<file path="src/rtl/control_unit_pkg.sv">
`default_nettype none
// ============================================================================
// Module      : control_unit_pkg
// Description : Shared definitions for the multi-cycle control unit:
//               opcode constants, ALU function codes, branch condition
//               codes, FSM state encoding, instruction classes and the
//               bundled control-strobe word.
// Revision    : 1.0 - initial release
// ============================================================================
package control_unit_pkg;

    // Opcodes, irout[31:26]
    localparam logic [5:0] c_op_rtype = 6'b000000;
    localparam logic [5:0] c_op_addi  = 6'b000001;
    localparam logic [5:0] c_op_lw    = 6'b000010;
    localparam logic [5:0] c_op_sw    = 6'b000011;
    localparam logic [5:0] c_op_beqz  = 6'b000100;
    localparam logic [5:0] c_op_bnez  = 6'b000101;
    localparam logic [5:0] c_op_bltz  = 6'b000110;
    localparam logic [5:0] c_op_j     = 6'b000111;
    localparam logic [5:0] c_op_halt  = 6'b111111;

    // ALU function codes
    localparam logic [3:0] c_alu_add = 4'b0000;
    localparam logic [3:0] c_alu_sub = 4'b0001;
    localparam logic [3:0] c_alu_and = 4'b0010;
    localparam logic [3:0] c_alu_or  = 4'b0011;
    localparam logic [3:0] c_alu_xor = 4'b0100;

    // PC source condition codes
    localparam logic [1:0] c_cond_eqz   = 2'b00;
    localparam logic [1:0] c_cond_nez   = 2'b01;
    localparam logic [1:0] c_cond_ltz   = 2'b10;
    localparam logic [1:0] c_cond_never = 2'b11;

    typedef enum logic [3:0] {
        ST_IF     = 4'd0,
        ST_ID     = 4'd1,
        ST_EX_R   = 4'd2,
        ST_EX_I   = 4'd3,
        ST_EX_MA  = 4'd4,
        ST_EX_BR  = 4'd5,
        ST_BR_PC  = 4'd6,
        ST_J_PC   = 4'd7,
        ST_MEM_RD = 4'd8,
        ST_MEM_WR = 4'd9,
        ST_WB_ALU = 4'd10,
        ST_WB_LD  = 4'd11,
        ST_HALT   = 4'd12
    } state_t;

    typedef enum logic [2:0] {
        CLS_NOP    = 3'd0,
        CLS_RTYPE  = 3'd1,
        CLS_ADDI   = 3'd2,
        CLS_LW     = 3'd3,
        CLS_SW     = 3'd4,
        CLS_BRANCH = 3'd5,
        CLS_JUMP   = 3'd6,
        CLS_HALT   = 3'd7
    } iclass_t;

    // Every control output in one word so the reset gating is applied once.
    typedef struct packed {
        logic       readim;
        logic       ldir;
        logic       ldnpc;
        logic       ldimm;
        logic       lda;
        logic       ldb;
        logic       alusel1;
        logic       alusel2;
        logic       aluen;
        logic       ldaluout;
        logic [3:0] alufunc;
        logic [1:0] opcond;
        logic       seldest;
        logic       regwrite;
        logic       writedmem;
        logic       readdmem;
        logic       ldlmd;
        logic       selwb;
        logic       branch;
        logic       ldpc;
        logic       halted;
    } ctrl_t;

endpackage
`default_nettype wire

</file>
<file path="src/rtl/control_unit_opcode_decode.sv">
`default_nettype none
// ============================================================================
// Module      : opcode_decode
// Description : Classifies the instruction held in the IR.
// Ports       : irout   - IR contents (only the opcode field is examined)
//               iclass  - instruction class
//               opcond  - PC source condition for conditional branches,
//                         "never" for everything else
//               seldest - 1 selects rt (I-type writers), 0 selects rd
// Revision    : 1.0 - initial release
// ============================================================================
module opcode_decode
    import control_unit_pkg::*;
(
    input  logic [31:0] irout,
    output iclass_t     iclass,
    output logic [1:0]  opcond,
    output logic        seldest
);

    logic [5:0] w_opcode;
    logic       w_unused_fields;

    assign w_opcode        = irout[31:26];
    assign w_unused_fields = ^irout[25:0];

    always_comb begin
        iclass = CLS_NOP;
        opcond = c_cond_never;
        case (w_opcode)
            c_op_rtype: iclass = CLS_RTYPE;
            c_op_addi:  iclass = CLS_ADDI;
            c_op_lw:    iclass = CLS_LW;
            c_op_sw:    iclass = CLS_SW;
            c_op_beqz: begin
                iclass = CLS_BRANCH;
                opcond = c_cond_eqz;
            end
            c_op_bnez: begin
                iclass = CLS_BRANCH;
                opcond = c_cond_nez;
            end
            c_op_bltz: begin
                iclass = CLS_BRANCH;
                opcond = c_cond_ltz;
            end
            c_op_j:     iclass = CLS_JUMP;
            c_op_halt:  iclass = CLS_HALT;
            default:    iclass = CLS_NOP;
        endcase
    end

    // I-type instructions that write the register file name rt as destination.
    assign seldest = (iclass == CLS_ADDI) || (iclass == CLS_LW);

endmodule
`default_nettype wire

</file>
<file path="src/rtl/control_unit.sv">
`default_nettype none
// ============================================================================
// Module      : control_unit
// Description : Moore-style multi-cycle control FSM for a small load/store
//               processor, with a retired-instruction counter.
// Ports       : clk          - rising-edge clock
//               reset        - asynchronous active-low reset
//               irout        - instruction register contents
//               readim..ldimm- instruction fetch strobes
//               ldA, ldB     - operand register loads
//               alusel1/2, aluen, ldaluout, alufunc - ALU control
//               opcond, branch, ldpc - PC update control
//               seldest, regwrite, selwb - register write-back control
//               writedmem, readdmem, ldlmd - data memory control
//               halted       - FSM parked in HALT
//               instr_count  - count of cycles with ldpc asserted
// Revision    : 1.0 - initial release
// ============================================================================
module control_unit
    import control_unit_pkg::*;
#(
    // Value instr_count takes while reset is asserted; 0 in normal use,
    // other values allow the counter to be preloaded.
    parameter logic [31:0] INSTR_COUNT_RESET = 32'h0000_0000
) (
    input  logic        clk,
    input  logic        reset,
    input  logic [31:0] irout,
    output logic        readim,
    output logic        ldir,
    output logic        ldnpc,
    output logic        ldimm,
    output logic        ldA,
    output logic        ldB,
    output logic        alusel1,
    output logic        alusel2,
    output logic        aluen,
    output logic        ldaluout,
    output logic [3:0]  alufunc,
    output logic [1:0]  opcond,
    output logic        seldest,
    output logic        regwrite,
    output logic        writedmem,
    output logic        readdmem,
    output logic        ldlmd,
    output logic        selwb,
    output logic        branch,
    output logic        ldpc,
    output logic        halted,
    output logic [31:0] instr_count
);

    state_t      r_state;
    state_t      w_next_state;
    ctrl_t       w_ctrl;
    ctrl_t       w_ctrl_out;
    iclass_t     w_iclass;
    logic [1:0]  w_dec_opcond;
    logic        w_dec_seldest;
    logic [31:0] r_instr_count;

    opcode_decode u_opcode_decode (
        .irout   (irout),
        .iclass  (w_iclass),
        .opcond  (w_dec_opcond),
        .seldest (w_dec_seldest)
    );

    always_ff @(posedge clk or negedge reset) begin
        if (!reset) begin
            r_state <= ST_IF;
        end else begin
            r_state <= w_next_state;
        end
    end

    always_comb begin
        w_ctrl       = '0;
        w_next_state = r_state;
        case (r_state)
            ST_IF: begin
                // The immediate register is loaded from the instruction
                // memory output, so it is captured alongside the IR.
                w_ctrl.readim = 1'b1;
                w_ctrl.ldir   = 1'b1;
                w_ctrl.ldnpc  = 1'b1;
                w_ctrl.ldimm  = 1'b1;
                w_next_state  = ST_ID;
            end
            ST_ID: begin
                w_ctrl.lda = 1'b1;
                w_ctrl.ldb = 1'b1;
                case (w_iclass)
                    CLS_RTYPE:  w_next_state = ST_EX_R;
                    CLS_ADDI:   w_next_state = ST_EX_I;
                    CLS_LW,
                    CLS_SW:     w_next_state = ST_EX_MA;
                    CLS_BRANCH: w_next_state = ST_EX_BR;
                    CLS_JUMP:   w_next_state = ST_J_PC;
                    CLS_HALT:   w_next_state = ST_HALT;
                    default: begin
                        // Unrecognised opcode retires here as a NOP.
                        w_ctrl.ldpc   = 1'b1;
                        w_ctrl.opcond = c_cond_never;
                        w_next_state  = ST_IF;
                    end
                endcase
            end
            ST_EX_R: begin
                w_ctrl.alusel1  = 1'b1;
                w_ctrl.alufunc  = irout[3:0];
                w_ctrl.aluen    = 1'b1;
                w_ctrl.ldaluout = 1'b1;
                w_next_state    = ST_WB_ALU;
            end
            ST_EX_I, ST_EX_MA: begin
                w_ctrl.alusel1  = 1'b1;
                w_ctrl.alusel2  = 1'b1;
                w_ctrl.alufunc  = c_alu_add;
                w_ctrl.aluen    = 1'b1;
                w_ctrl.ldaluout = 1'b1;
                if (r_state == ST_EX_I) begin
                    w_next_state = ST_WB_ALU;
                end else if (w_iclass == CLS_SW) begin
                    w_next_state = ST_MEM_WR;
                end else begin
                    w_next_state = ST_MEM_RD;
                end
            end
            ST_EX_BR: begin
                // Target = NPC + immediate.
                w_ctrl.alusel2  = 1'b1;
                w_ctrl.alufunc  = c_alu_add;
                w_ctrl.aluen    = 1'b1;
                w_ctrl.ldaluout = 1'b1;
                w_next_state    = ST_BR_PC;
            end
            ST_BR_PC: begin
                w_ctrl.ldpc   = 1'b1;
                w_ctrl.opcond = w_dec_opcond;
                w_next_state  = ST_IF;
            end
            ST_J_PC: begin
                w_ctrl.ldpc   = 1'b1;
                w_ctrl.branch = 1'b1;
                w_next_state  = ST_IF;
            end
            ST_MEM_RD: begin
                w_ctrl.readdmem = 1'b1;
                w_ctrl.ldlmd    = 1'b1;
                w_next_state    = ST_WB_LD;
            end
            ST_MEM_WR: begin
                w_ctrl.writedmem = 1'b1;
                w_ctrl.ldpc      = 1'b1;
                w_ctrl.opcond    = c_cond_never;
                w_next_state     = ST_IF;
            end
            ST_WB_ALU: begin
                w_ctrl.regwrite = 1'b1;
                w_ctrl.selwb    = 1'b1;
                w_ctrl.seldest  = w_dec_seldest;
                w_ctrl.ldpc     = 1'b1;
                w_ctrl.opcond   = c_cond_never;
                w_next_state    = ST_IF;
            end
            ST_WB_LD: begin
                w_ctrl.regwrite = 1'b1;
                w_ctrl.seldest  = 1'b1;
                w_ctrl.ldpc     = 1'b1;
                w_ctrl.opcond   = c_cond_never;
                w_next_state    = ST_IF;
            end
            ST_HALT: begin
                w_ctrl.halted = 1'b1;
                w_next_state  = ST_HALT;
            end
            default: begin
                w_next_state = ST_IF;
            end
        endcase
    end

    // The state register returns to IF under reset, but IF drives fetch
    // strobes; masking with reset keeps every output quiet until release.
    assign w_ctrl_out = reset ? w_ctrl : '0;

    always_ff @(posedge clk or negedge reset) begin
        if (!reset) begin
            r_instr_count <= INSTR_COUNT_RESET;
        end else if (w_ctrl.ldpc) begin
            r_instr_count <= r_instr_count + 32'd1;
        end
    end

    assign readim      = w_ctrl_out.readim;
    assign ldir        = w_ctrl_out.ldir;
    assign ldnpc       = w_ctrl_out.ldnpc;
    assign ldimm       = w_ctrl_out.ldimm;
    assign ldA         = w_ctrl_out.lda;
    assign ldB         = w_ctrl_out.ldb;
    assign alusel1     = w_ctrl_out.alusel1;
    assign alusel2     = w_ctrl_out.alusel2;
    assign aluen       = w_ctrl_out.aluen;
    assign ldaluout    = w_ctrl_out.ldaluout;
    assign alufunc     = w_ctrl_out.alufunc;
    assign opcond      = w_ctrl_out.opcond;
    assign seldest     = w_ctrl_out.seldest;
    assign regwrite    = w_ctrl_out.regwrite;
    assign writedmem   = w_ctrl_out.writedmem;
    assign readdmem    = w_ctrl_out.readdmem;
    assign ldlmd       = w_ctrl_out.ldlmd;
    assign selwb       = w_ctrl_out.selwb;
    assign branch      = w_ctrl_out.branch;
    assign ldpc        = w_ctrl_out.ldpc;
    assign halted      = w_ctrl_out.halted;
    assign instr_count = r_instr_count;

endmodule
`default_nettype wire
</file>
<file path="config.mk">
export PLATFORM = sky130hd
export DESIGN_NAME = control_unit
export DESIGN_NICKNAME = d
export VERILOG_FILES = /design/src/rtl/control_unit_pkg.sv /design/src/rtl/control_unit_opcode_decode.sv /design/src/rtl/control_unit.sv
export SDC_FILE = /design/constraint.sdc
export NUM_CORES = 1
export LEC_CHECK = 0
export BUFFER_PORTS_ARGS = -buffer_cell sky130_fd_sc_hd__buf_2
export CAP_MARGIN = 20
export CORE_UTILIZATION = 51
export DETAILED_ROUTE_END_ITERATION = 12
export PLACE_DENSITY_LB_ADDON = 0.3
export SLEW_MARGIN = 40
export SYNTH_ARGS = -nofsm -noshare
export SYNTH_HDL_FRONTEND = slang
export SYNTH_SLANG_ARGS = --single-unit
</file>
<file path="constraint.sdc">
create_clock -name clk -period 5.15 [get_ports clk]
set_clock_uncertainty 0.2 [all_clocks]
set_input_delay 0.2575 -clock clk [delete_from_list [all_inputs] [get_ports clk]]
set_output_delay 0.2575 -clock clk [all_outputs]
set_load 0.02 [all_outputs]
</file>
==> results.toml, run 1 <==
[clock_network]
clk-insertion-delay-late_ps = 290
h-tree-depth = 2
clk_path_buf_depth = 2
cts_tree = "yes"
path_clk_slew_ps = 70
cts_sinks = 36
cts_setup_buffers = 0
root_buffer = "clkbuf_8"
cts_buffers = 5

[route]
antenna_left = 0
vias = 1766
avgViaCountPerCell = 5.40
drtPass1Iterations = 4
drtIter0Drc = 126
drt-total-wl_um = 4110
wire_per_inst_um = 12.6
drcViolationCount = 0

[placed_design]
port_buffers = 68
placedCellCount = 318
dp_hpwl_um = 2970
dpl_cell_area_um2 = 2380
routabilityCongestion = 0.793
dp_slack_ps = 2700

[synthesis]
synthMuxAreaShare = 0.0152
yosysTopAreaCell = "dfrtp_1"
synth-main-ff-cell = "dfrtp_1"
yosysMostFrequentCell = "dfrtp_1"
yosysSeqAreaShare = 0.438
syn_area_um2 = 2050
ys_ff_latch = 36
synth-async-reset-ratio = 1.00
synth_edf_count = 0
synth_xor_area_frac = 0.141
synthCells = 218
synth_simple_gate_area_share = 0.261
syn_avg_cell_area_um2 = 9.42
yosysWarnings = 0
synth_area_leaders = "dfrtp_1 44%, xnor2_1 11%, nand3_1 4.4%"
synth_top_area_share = 0.438
synth.distinct_cells = 40
syn-num-nets = 253
synth_common_cells = "36 x dfrtp_1, 26 x xnor2_1, 19 x nand2_1"
synth_compound_area_frac = 0.0920
yosys.area_share.adder = 0.00609
synth_top_family_by_area = "simple AND/OR/NAND/NOR gates"

[setup_path]
crit_fanout = 17
max_stage_delay_ps = 660
cp_slowest_cell = "dfrtp_1"
worst-path-buf-inv = 1
cp_top_family = "flip-flops"
criticalPathCategory = "reg2out"
reg2reg_from = "r_state[1]"
reg2reg_depth = 5
endpoint_kind = "output port"
reg2reg_setup_slack_ps = 2680
start_kind = "flop"
r2r-end = "instr_count[15]"
worstPathRequired_ps = 4690
critPathArrivalTime_ps = 2270
crit_chain = "nor2b_1, a22oi_1, nand2_1, and2_1, buf_2"

[grt]
grt_max_degree = 28
grt_pass1_wl_um = 7100
gr-total-overflow = 0
grt_pass1_vias = 1565
antenna_found_initial = 0
track_usage = 0.218

[power]
power.leakage_nw = 1.21
p_per_area_nw_per_um2 = 413
vdd_drop_max_mv = 0.333
p_total_mw = 1.03

[floorplanning]
rows = 22
initial_utilization = 0.545
core_area_um2 = 3770
chipWidth_um = 65.5
dieArea_um2 = 4290
fp.dieH_um = 65.5
ioPinCount = 91

[final_layout]
drive_gt1_frac = 0.297
nets = 313
final_cell_count_no_fill = 327
area_growth_pct = 21.8
fin_area_um2 = 2500
antennaDiodeCount = 0
nFillCells = 350
post-route-util = 0.664

[timing]
holdWs_ps = 202
post-route-period-util = 0.529
slew_violations = 0
max_freq_mhz = 367
period_minus_slack_ps = 2730
hold_viol_final = 0
finalSetupViolations = 0
setup_tns_ps = 0
relSlewSlack = 0.585
rsz0062_at_grt = "no"
worst_slew_pin_slew_ps = 621
fin_ws_ps = 2420

[flow_run]
maxCapViolCount = 0

[outcome]
outcome = "finished, final reports clean"

[hold_path]
hold_path.class = "in2async"
final cells by class:
cell class / count / area [um2] / area share
Clock buffer: 6 / 72.6 / 0.0290
Clock inverter: 2 / 35.0 / 0.0140
Inverter: 1 / 3.75 / 0.00150
Multi-Input combinational cell: 164 / 1070 / 0.429
Sequential cell: 36 / 901 / 0.360
Tap cell: 48 / 60.1 / 0.0240
Timing Repair Buffer: 70 / 358 / 0.143
timing repair:
item,CTS,global route
gates resized for setup,0,0
setup endpoints to repair,0,0
hold endpoints to repair,10,0
hold buffers,1,0
sequential cells by signal, indices dropped and copies added, names as in the netlist:
name and flops:
instr_count 32, r_state 4
per-layer routing:
| metal | track usage | vias up | share of wire |
|---|---|---|---|
| met1 | 0.296 | 828 | 0.48 |
| met4 | 0.0897 | 0 | 0.016 |
| li1 | - | 880 | - |
| met2 | 0.340 | 53 | 0.45 |
| met5 | 0 | - | 0 |
| met3 | 0.0434 | 5 | 0.054 |
logic make-up after synthesis:
kind of cell	Yosys count
xor gates and xnor gates	33
muxes	3
buffers and inverters	18
and+or+nand+nor	100
adders and majority gates	1
AOI/OAI and AO/OA	27
DFF	36
report_power, final:
group | total, mW | switching (mW) | internal (mW)
combinational | 0.386 | 0.238 | 0.148
sequential | 0.403 | 0.0798 | 0.323
clock | 0.244 | 0.100 | 0.144
total | 1.03 | 0.419 | 0.614
how the worst max path moves through the flow:
stage                           from               to  depth (start not counted)
after CTS                 r_state[2]             ldpc                          5
after global routing      r_state[2]             ldpc                          5
after detailed placement  r_state[0]  instr_count[22]                          5
after global placement    r_state[0]  instr_count[28]                          5
after floorplan           r_state[3]             ldir                          5
final                     r_state[2]             ldpc                          5
layout by cell type (no fill, tap or decap), types with 6 or more instances in the layout:
| master | n |
|---|---|
| dfrtp_1 | 36 |
| buf_2 | 68 |
| nand2b_1 | 6 |
| and3_1 | 8 |
| xnor2_1 | 26 |
| o21ai_0 | 8 |
| nand3_1 | 18 |
| xor2_1 | 7 |
| nand2_1 | 19 |
| nor2_1 | 17 |
| nand4_1 | 9 |
(Power assumes the default switching activity.)
==> run 2, diff against run 1 <==
- CORE_UTILIZATION: 51 -> 47
- clock period: 5.15 -> 2.56 ns (I/O delays scaled with it)
==> run 2 against run 1 <==
  * Setup slack worse by 2200 ps
  * Cell count grew 2.1%
  * Sequential share of layout area down 0.32 points
  * Total power is 100% higher
  * Critical path type unchanged
  * Flip-flop and latch count did not move
  * Hold slack got worse by 170 ps
  * First-iteration DRC count decreased by 24%
  * Register-to-register slack worse by 2200 ps
  * Via count is 1.3% higher
  * Non-clock buffer count grew 5
  * Combinational power increased by 120%
  * Largest power group is now combinational logic
  * Cell area rose by 1.1%
==> results.toml, run 2 (synthesized netlist as in run 1, its figures left out) <==
[setup_path]
worstPathRequired_ps = 2230
critPathArrivalTime_ps = 1990
reg2reg_setup_slack_ps = 480
max_stage_delay_ps = 520
criticalPathCategory = "reg2out"
reg2reg_from = "r_state[2]"
cp_slowest_cell = "dfrtp_2"
start_kind = "flop"
crit_fanout = 17
crit_chain = "xor2_1, a22oi_1, nand2_1, and2_1, buf_2"
reg2reg_depth = 6
endpoint_kind = "output port"
r2r-end = "instr_count[15]"

[timing]
rsz0062_at_grt = "no"
max_freq_mhz = 432
post-route-period-util = 0.905
relSlewSlack = 0.694
worst_slew_pin_slew_ps = 455
hold_viol_final = 0
finalSetupViolations = 0
period_minus_slack_ps = 2320
holdWs_ps = 33.0
setup_tns_ps = 0
slew_violations = 0

[floorplanning]
core_area_um2 = 4090
chipWidth_um = 68.1
initial_utilization = 0.503
ioPinCount = 91
rows = 23
dieArea_um2 = 4640
fp.dieH_um = 68.1

[clock_network]
cts_setup_buffers = 0
root_buffer = "clkbuf_8"
path_clk_slew_ps = 70
clk_path_buf_depth = 2
cts_tree = "yes"
h-tree-depth = 2
clk-insertion-delay-late_ps = 290
cts_buffers = 5
cts_sinks = 36

[route]
drt-total-wl_um = 4220
antenna_left = 0
wire_per_inst_um = 12.6
drtIter0Drc = 96
vias = 1789
drcViolationCount = 0
avgViaCountPerCell = 5.36
drtPass1Iterations = 4

[final_layout]
nFillCells = 372
area_growth_pct = 23.1
drive_gt1_frac = 0.313
final_common_cell = "buf_2"
multi_input_area_um2 = 1060
regArea_um2 = 902
antennaDiodeCount = 0
post-route-util = 0.619
nets = 318
layout_common_cells = "68 x buf_2, 35 x dfrtp_1, 26 x xnor2_1, 19 x nand2_1, 18 x nand3_1"
largest_reg_flops = 32
final_cell_count_no_fill = 334

[grt]
gr-total-overflow = 0
grt_pass1_wl_um = 6690
antenna_found_initial = 0
track_usage = 0.194
grt_max_degree = 34
grt_pass1_vias = 1497

[power]
vdd_drop_max_mv = 0.685
power_frac_clock = 0.232
p_per_area_nw_per_um2 = 830
p_sw_mw = 0.834
swShare = 0.397
p_seq_frac = 0.356
power.leakage_nw = 1.24
power.internal_mw = 1.27
pwr-share-comb = 0.413
p_total_mw = 2.10

[outcome]
outcome = "finished, final reports clean"

[hold_path]
hold_path.class = "in2async"

[flow_run]
maxCapViolCount = 0

[placed_design]
port_buffers = 68
dp_hpwl_um = 3010
routabilityCongestion = 0.778
placedCellCount = 325
[run 2: cell types whose count changed in the layout (fill, tap and decap cells not counted)]
cell      before  now
buf_4          1    6
dfrtp_1       36   35
dfrtp_2        0    1
a211oi_4       2    0
a211oi_2       0    2
[run 2: final cells by class]
type / instances / area share
repair buffers: 75 / 0.156
inverters: 1 / 0.00148
flip-flops and latches: 36 / 0.357
multi-input cells: 164 / 0.418
clock buffers: 6 / 0.0287
clock inverters: 2 / 0.0139
well taps: 50 / 0.0247
[run 2: repair_timing]
item,4_1_cts,5_1_grt
hold buffers,1,0
endpoints found under the hold margin,36,0
setup endpoints to repair,0,1
resized for setup,0,1
[run 2: layer usage]
metal | wire length [um] | vias to the layer above | track usage | part of all wire
met5 | 0 | - | 0 | 0
met4 | 73 | 0 | 0.0964 | 0.017
met3 | 209 | 5 | 0.0400 | 0.050
met2 | 1880 | 55 | 0.297 | 0.45
met1 | 2050 | 839 | 0.260 | 0.49
li1 | - | 890 | - | -
[run 2: power by group through the flow]
| stage | registers [mW] | logic, mW | clock network, mW |
|---|---|---|---|
| final | 0.747 | 0.867 | 0.486 |
| after global routing | 0.762 | 0.967 | 0.519 |
| after CTS | 0.745 | 0.874 | 0.505 |
| after detailed placement | 0.753 | 0.874 | 0 |
| after global placement | 0.753 | 0.858 | 0 |
| after floorplan | 0.801 | 0.596 | 0 |
[run 2: worst max-delay path by stage]
stage / cells after the start / endpoint / startpoint / slack [ps]
6_report: 5 / ldpc / r_state[2] / 240
5_1_grt: 5 / ldpc / r_state[2] / 130
4_1_cts: 5 / ldpc / r_state[2] / 80
3_5_place_dp: 6 / instr_count[15] / r_state[2] / 340
3_3_place_gp: 6 / instr_count[15] / r_state[2] / 410
2_1_floorplan: 5 / instr_count[31] / instr_count[14] / 470
[run 2: critical path: cells and delay by family (launching register included)]
kind	cells	cell delay, ps
buffers and inverters	1	150
and+or+nand+nor	2	470
AOI/OAI and AO/OA	1	360
xor gates and xnor gates	1	200
DFF	1	520
[run 2: through the flow]
step | worst slack, ps | area [um2]
after floorplan | 473 | 2050
after global placement | 409 | 2410
after detailed placement | 341 | 2410
after CTS | 78.3 | 2530
after global routing | 130 | 2530
final | 243 | 2530
==> run 3, diff against run 2 <==
- ABC_AREA: default -> 1
- CORE_UTILIZATION: 47 -> 52
==> run 3 against run 2 <==
  * Utilization rose by 1.6 points
  * First-iteration DRC count rose to 2.5 times the previous value
  * Critical path depth did not move
  * Total power rose by 9.8%
==> results.toml, run 3 <==
[outcome]
outcome = "finished, final reports clean"

[synthesis]
synth_compound_area_frac = 0.0396
syn_avg_cell_area_um2 = 6.34
synthMuxAreaShare = 0
synth_common_cells = "181 x nand2_1, 67 x nor2_1, 39 x nand3_1"
yosysTopAreaCell = "dfrtp_1"
synth_top_family_by_area = "simple AND/OR/NAND/NOR gates"
syn-num-nets = 478
syn_area_um2 = 2810
yosysWarnings = 0
synth.distinct_cells = 30
synthCells = 443
yosys.area_share.adder = 0.00445
synth_edf_count = 0
yosysMostFrequentCell = "nand2_1"
synth_simple_gate_area_share = 0.511
synth-async-reset-ratio = 1.00
synth_xor_area_frac = 0.0467
yosysSeqAreaShare = 0.321
synth_area_leaders = "dfrtp_1 32%, nand2_1 24%, nor2_1 8.9%"
synth-main-ff-cell = "dfrtp_1"
synth_top_area_share = 0.321
ys_ff_latch = 36

[timing]
rsz0062_at_grt = "no"
relSlewSlack = 0.695
period_minus_slack_ps = 2290
hold_viol_final = 0
worst_slew_pin_slew_ps = 456
max_freq_mhz = 436
setup_tns_ps = 0
post-route-period-util = 0.895
slew_violations = 0
finalSetupViolations = 0

[floorplanning]
dieArea_um2 = 5700
initial_utilization = 0.547
rows = 26
core_area_um2 = 5140
fp.dieH_um = 75.5
chipWidth_um = 75.5
ioPinCount = 91

[power]
p_total_mw = 2.31
vdd_drop_max_mv = 0.692
power.leakage_nw = 1.77
p_per_area_nw_per_um2 = 707

[placed_design]
dp_hpwl_um = 5840
placedCellCount = 568
port_buffers = 68
routabilityCongestion = 0.937
dpl_cell_area_um2 = 3150

[final_layout]
nets = 541
area_growth_pct = 16.0
fin_area_um2 = 3260
drive_gt1_frac = 0.213
largest_reg_flops = 32
final_common_cell = "nand2_1"
final_cell_count_no_fill = 576
post-route-util = 0.634
layout_common_cells = "181 x nand2_1, 68 x buf_2, 67 x nor2_1, 39 x nand3_1, 36 x dfrtp_1"
antennaDiodeCount = 0

[setup_path]
endpoint_kind = "output port"
cp-endpoint = "ldimm"
critPathArrivalTime_ps = 1960
reg2reg_depth = 8
worstPathRequired_ps = 2230
crit_fanout = 20
reg2reg_from = "r_state[1]"
criticalPathCategory = "in2out"
r2r-end = "instr_count[25]"
reg2reg_setup_slack_ps = 540
critPathLaunch = "reset"
start_kind = "input pin"

[clock_network]
h-tree-depth = 2
clk-insertion-delay-late_ps = 280
path_clk_slew_ps = 80
cts_buffers = 5
cts_setup_buffers = 0
root_buffer = "clkbuf_8"
clk_path_buf_depth = 2
cts_sinks = 36
cts_tree = "yes"

[hold_path]
hold_path.class = "in2reg"

[route]
drtPass1Iterations = 4
drtIter0Drc = 241
vias = 2967
wire_per_inst_um = 13.1
avgViaCountPerCell = 5.15
drt-total-wl_um = 7570
antenna_left = 0
drcViolationCount = 0

[flow_run]
maxCapViolCount = 0

[grt]
track_usage = 0.279
antenna_found_initial = 0
grt_pass1_wl_um = 12000
grt_max_degree = 33
gr-total-overflow = 0
grt_pass1_vias = 2564
## run 3: cell count changes in the layout (fill, tap and decap cells not counted), sizes merged, moves of 15 or more
cell | before | now
nand2 | 19 | 183
nor2 | 18 | 80
inv | 1 | 30
nand3 | 18 | 42
xnor2 | 26 | 4
nand3b | 0 | 15
## run 3: what timing repair did
action,in CTS,in global routing
hold endpoints to repair,16,0
hold buffers,1,0
gates resized for setup,0,0
## run 3: power by group
group	switching, mW	internal, mW
sequential	0.0943	0.630
combinational	0.830	0.298
clock	0.212	0.240
total	1.14	1.17
## run 3: worst min path at each step
stage | start | end | slack, ps | depth (start not counted)
after global routing | irout[28] | r_state[3] | 110 | 5
final | irout[27] | r_state[2] | 80 | 5
after floorplan | reset | instr_count[0] | -370 | 0
after CTS | irout[27] | r_state[2] | 80 | 5
after global placement | reset | instr_count[3] | -100 | 1
after detailed placement | reset | instr_count[3] | -100 | 1
## run 3: layout make-up
class / count / area (um2)
clock buffer: 7 / 96.3
multi-input combinational: 361 / 1690
tap: 70 / 87.6
sequential: 36 / 901
inverter: 30 / 113
timing repair buffer: 72 / 373
fill: 534 / 1880
## run 3: cells by family after synthesis
family | count (synthesis)
buf+inv | 46
simple gates | 326
xor+xnor | 15
fa+ha+maj | 1
compound gates | 19
flops | 36
## run 3: per-stage QoR
| step | hold WS, ps | setup WS, ps |
|---|---|---|
| global placement | -105 | 582 |
| finish | 79.9 | 269 |
| detailed placement | -103 | 552 |
| global route | 112 | 81.5 |
| floorplan | -368 | 441 |
| CTS | 75.6 | 246 |
## run 3: critical path, stage by stage
cell and delay [ps]:
dlygate4sd3_1 520, buf_2 390, inv_1 280, nor3_1 390, buf_2 240
## run 3: metal layers
layer | wire [um] | track usage | vias to the layer above
met4 | 157 | 0.0885 | 0
met2 | 3630 | 0.465 | 76
met3 | 319 | 0.0410 | 10
met1 | 3460 | 0.374 | 1366
li1 | - | - | 1515
met5 | 0 | 0 | -
